<file path="src/rtl/pipe_stage_reg.sv">
// pipe_stage_reg: two-entry skid-buffered pipeline register with flush, bubble zeroing and stall/drop counters
module pipe_stage_reg #(
    parameter int CTRL_W = 12,
    parameter int DATA_W = 180,
    parameter int CNT_W  = 16
) (
    input  logic              clk,
    input  logic              reset,
    input  logic              flush,
    input  logic              in_valid,
    output logic              in_ready,
    input  logic [CTRL_W-1:0] in_ctrl,
    input  logic [DATA_W-1:0] in_data,
    output logic              out_valid,
    input  logic              out_ready,
    output logic [CTRL_W-1:0] out_ctrl,
    output logic [DATA_W-1:0] out_data,
    output logic [CNT_W-1:0]  stall_cnt,
    output logic [7:0]        drop_cnt
);
    typedef enum logic [1:0] {EMPTY, ONE, FULL} state_t;
    state_t state;
    logic [CTRL_W-1:0] main_ctrl, skid_ctrl;
    logic [DATA_W-1:0] main_data, skid_data;
    logic accept, fire;
    logic [1:0] held, dropped;
    logic [8:0] drop_sum;
    // reset also gates in_ready so nothing is offered a slot while the stage is held in reset
    assign in_ready  = state != FULL && !flush && !reset;
    assign out_valid = state != EMPTY;
    assign out_ctrl  = out_valid ? main_ctrl : '0;
    assign out_data  = main_data;
    assign accept    = in_valid && in_ready;
    assign fire      = out_valid && out_ready;
    assign held      = state == FULL ? 2'd2 : state == ONE ? 2'd1 : 2'd0;
    assign dropped   = held - {1'b0, fire};
    assign drop_sum  = {1'b0, drop_cnt} + {7'b0, dropped};
    always_ff @(posedge clk) begin
        if (reset) begin
            state     <= EMPTY;
            main_ctrl <= '0;
            main_data <= '0;
            skid_ctrl <= '0;
            skid_data <= '0;
            stall_cnt <= '0;
            drop_cnt  <= '0;
        end else begin
            if (out_valid && !out_ready && stall_cnt != '1)
                stall_cnt <= stall_cnt + CNT_W'(1);
            if (flush) begin
                state    <= EMPTY;
                drop_cnt <= drop_sum[8] ? 8'hff : drop_sum[7:0];
            end else begin
                case (state)
                    EMPTY: if (accept) begin
                        state     <= ONE;
                        main_ctrl <= in_ctrl;
                        main_data <= in_data;
                    end
                    ONE: if (accept && fire) begin
                        main_ctrl <= in_ctrl;
                        main_data <= in_data;
                    end else if (accept) begin
                        state     <= FULL;
                        skid_ctrl <= in_ctrl;
                        skid_data <= in_data;
                    end else if (fire) begin
                        state <= EMPTY;
                    end
                    FULL: if (fire) begin
                        state     <= ONE;
                        main_ctrl <= skid_ctrl;
                        main_data <= skid_data;
                    end
                    default: state <= EMPTY;
                endcase
            end
        end
    end
endmodule

</file>
<file path="config.mk">
export PLATFORM = sky130hd
export DESIGN_NAME = pipe_stage_reg
export DESIGN_NICKNAME = d
export VERILOG_FILES = /design/src/rtl/pipe_stage_reg.sv
export SDC_FILE = /design/constraint.sdc
export NUM_CORES = 1
export LEC_CHECK = 0
export ABC_AREA = 1
export BUFFER_PORTS_ARGS = -buffer_cell sky130_fd_sc_hd__buf_2
export CAP_MARGIN = 20
export CORE_MARGIN = 2
export CORE_UTILIZATION = 40
export DETAILED_ROUTE_END_ITERATION = 8
export GPL_TIMING_DRIVEN = 0
export HOLD_SLACK_MARGIN = 0.15
export SLEW_MARGIN = 20
export SYNTH_ARGS = -nofsm -noshare
export SYNTH_HDL_FRONTEND = slang
export SYNTH_SLANG_ARGS = --single-unit
</file>
<file path="constraint.sdc">
create_clock -name clk -period 4.2 [get_ports clk]
set_clock_uncertainty 0.2 [all_clocks]
set_input_delay 0.21 -clock clk [delete_from_list [all_inputs] [get_ports clk]]
set_output_delay 0.21 -clock clk [all_outputs]
set_load 0.02 [all_outputs]
</file>
==> out/qor.yml <==
die:
  core_area_um2: 44410
  io_pins: 415
  die_x_um: 216.4
  rows: 77
  initial_core_util: 0.4063
  dieHeight_um: 216.4
  die-area_um2: 46820
synthesis:
  synth.area.top_cells: "dfxtp_1 (45%), nand2_1 (14%), nor2_1 (13%), o21ai_0 (11%), nor3_1 (5.3%)"
  yosysTopAreaCellShare: 0.4549
  ys_seq_area_frac: 0.4549
  async_reset_ff_frac: 0
  ys_ff_latch: 410
  synth.distinct_cells: 27
  netlist_area_um2: 18040
  syn_avg_cell_area_um2: 6.557
  synth_common_cells: "nand2_1 (652), nor2_1 (616), dfxtp_1 (410)"
  synth_fp_nets: 2954
  yosysMostFrequentCell: "nand2_1"
  synth_top_cell_by_area: "dfxtp_1"
  synth_edf_count: 0
  synth_cells: 2752
  ys_warn_count: 0
  synth-main-ff-cell: "dfxtp_1"
run:
  drv_cap: 0
global_routing:
  grt_pass1_vias: 18779
  grt_use_total: 0.2564
  gr-total-overflow: 0
  grt_antenna_before_repair: 7
  grt_max_degree: 14
  grt_pass1_wl_um: 97280
place:
  dpl.hpwl_um: 43990
  place_congestion: 0.8792
  dpl.cell_count: 3757
  io_buffers: 413
sta:
  fin_crit_sh: 0.7523
  final.min_clock_period_ns: 3.160
  relSlewSlack: 0.3094
  fin_setup_tns_ns: 0
  fmax_mhz: 316.5
  rsz0062_at_grt: "no"
  hold_viol: 0
  worstMarginPinSlew_ns: 1.036
  setup_violations: 0
  slew_viol_final: 0
finish:
  final.fill_count: 4421
  finalNonFillerCells: 4044
  nets: 3614
  area_growth_syn_to_layout_pct: 35.26
  drive_above_1_share: 0.1664
detailed_routing:
  drtIter0Drc: 1371
  ant_nets: 0
  drtPass1Iterations: 6
  routedWlPerCell_um: 15.20
  via_per_inst: 4.815
  routed_wl_um: 61450
  drc: 0
  via_count: 19472
critical_path:
  cp.arrival_ns: 3.48
  cp-end-kind: "flop"
  crit_chain: "nor2_2 -> nor2_1 -> ha_1 -> xnor2_1 -> fa_1 -> nand3_1 -> nor2_1 -> nand3_1 -> a31oi_1 -> dlygate4sd3_1"
  max_stage_delay_ns: 0.56
  crit_slowest_cell: "dlygate4sd3_1"
  crit_required_ns: 4.52
  worstSetupPathType: "reg2reg"
  start_kind: "flop"
  cp_max_fo: 8
power:
  p_leak_nw: 11.53
  peakVddDrop_uv: 301.4
  power_per_cell_area_nw_per_um2: 372.1
cts:
  post_cts_buffers: 0
  clock_latency_ns: 0.58
  path_clk_slew_ns: 0.06
  numCtsBuffers: 46
  clockBufferDepth: 3
  cts_tree: "yes"
  cts.sinks: 410
  root_buffer: "clkbuf_16"
  htree_levels: 2
min_path:
  min_path_type: "reg2reg"
status:
  status: "finished, final reports clean"
==> per-layer routing <==
layer  vias to the layer above  global-route usage  part of all wire
met1                      8854              0.3205              0.44
li1                       9918                   -                 -
met4                         6             0.08037             0.028
met3                       110             0.05726             0.067
met2                       584              0.4390              0.47
met5                         -                   0           0.00065
==> path summary, 6_finish.rpt <==
kind / startpoint / to / slack (ns) / depth (start not counted)
worst max-delay path: state[1]$_SDFFE_PP0P_ / drop_cnt[1]$_SDFFE_PP0P_ / 1.04 / 10
worst min-delay path: skid_data[159]$_SDFFE_PP0P_ / skid_data[159]$_SDFFE_PP0P_ / 0.28 / 2
worst max register to register: state[1]$_SDFFE_PP0P_ / drop_cnt[1]$_SDFFE_PP0P_ / 1.04 / 10
worst min register to register: skid_data[159]$_SDFFE_PP0P_ / skid_data[159]$_SDFFE_PP0P_ / 0.28 / 2
==> registers in the layout (all words and copies together), names as in the netlist <==
register and count:
drop_cnt 8, stall_cnt 16, main_ctrl 12, out_data 180, skid_data 180, state 2
skid_ctrl 12
==> cells in the final DEF (no fill, tap or decap), drive strengths merged, types with 3 or more instances in the layout <==
cell type / count
nand2: 652
nor2: 618
buf: 508
dfxtp: 410
o21ai: 392
inv: 228
dlygate4sd3: 199
nor3: 192
clkbuf: 173
a21oi: 17
nand3: 16
clkinv: 9
nand4: 6
xor2: 5
xnor2: 5
a31oi: 4
ha: 4
diode: 3
clkinvlp: 3
==> where the power goes <==
| group | switching [mW] | leakage (nW) | internal (mW) | total (mW) |
|---|---|---|---|---|
| sequential | 0.0513 | 3.32 | 3.99 | 4.04 |
| clock | 1.64 | 0.763 | 2.46 | 4.11 |
| combinational | 0.553 | 7.44 | 0.381 | 0.934 |
==> final cells by class <==
| class | instances | area [um2] | area share |
|---|---|---|---|
| sequential | 410 | 8208 | 0.3363 |
| multi-input combinational | 1917 | 8138 | 0.3334 |
| timing repair buffer | 612 | 4059 | 0.1663 |
| clock buffer | 72 | 1433 | 0.05870 |
| inverter | 229 | 859.6 | 0.03522 |
| buffer | 196 | 838.3 | 0.03435 |
| tap | 592 | 740.7 | 0.03035 |
| clock inverter | 13 | 122.6 | 0.005024 |
| antenna | 3 | 7.507 | 0.0003076 |
==> worst max-delay path, delay by kind of cell (launching register included) <==
kind / cells / cell delay (ns)
buffers and inverters: 1 / 0.56
AND/OR/NAND/NOR: 5 / 1.05
XOR/XNOR: 1 / 0.28
adder cells (fa/ha/maj): 2 / 0.47
AO/OA/AOI/OAI: 1 / 0.18
flip-flops: 1 / 0.36
==> kinds of logic after synthesis <==
group,after synthesis,share of synthesized area
buf+inv,425,0.09410
fa+ha+maj,5,0.003883
simple gates,1486,0.3261
xor+xnor,10,0.004854
flops,410,0.4549
compound gates,416,0.1162
==> repair_timing <==
item / CTS / global route
setup endpoints to repair: 0 / 0
gates resized for setup: 0 / 0
hold buffers: 199 / 0
hold endpoints to repair: 401 / 0
==> metrics by stage <==
stage | setup WS [ns] | power, mW | utilization | hold slack (ns) | cell area (um2)
global placement | 1.462 | 4.894 | 0.4695 | 0.2621 | 20850
detailed placement | 1.446 | 4.901 | 0.4695 | 0.2721 | 20850
floorplan | 1.919 | 4.568 | - | 0.08736 | 18040
global route | 0.7686 | 9.437 | 0.5495 | 0.2929 | 24410
finish | 1.040 | 9.082 | 0.5495 | 0.2805 | 24410
CTS | 1.029 | 9.159 | 0.5493 | 0.2598 | 24400
Power figures use the tool's default switching activity.
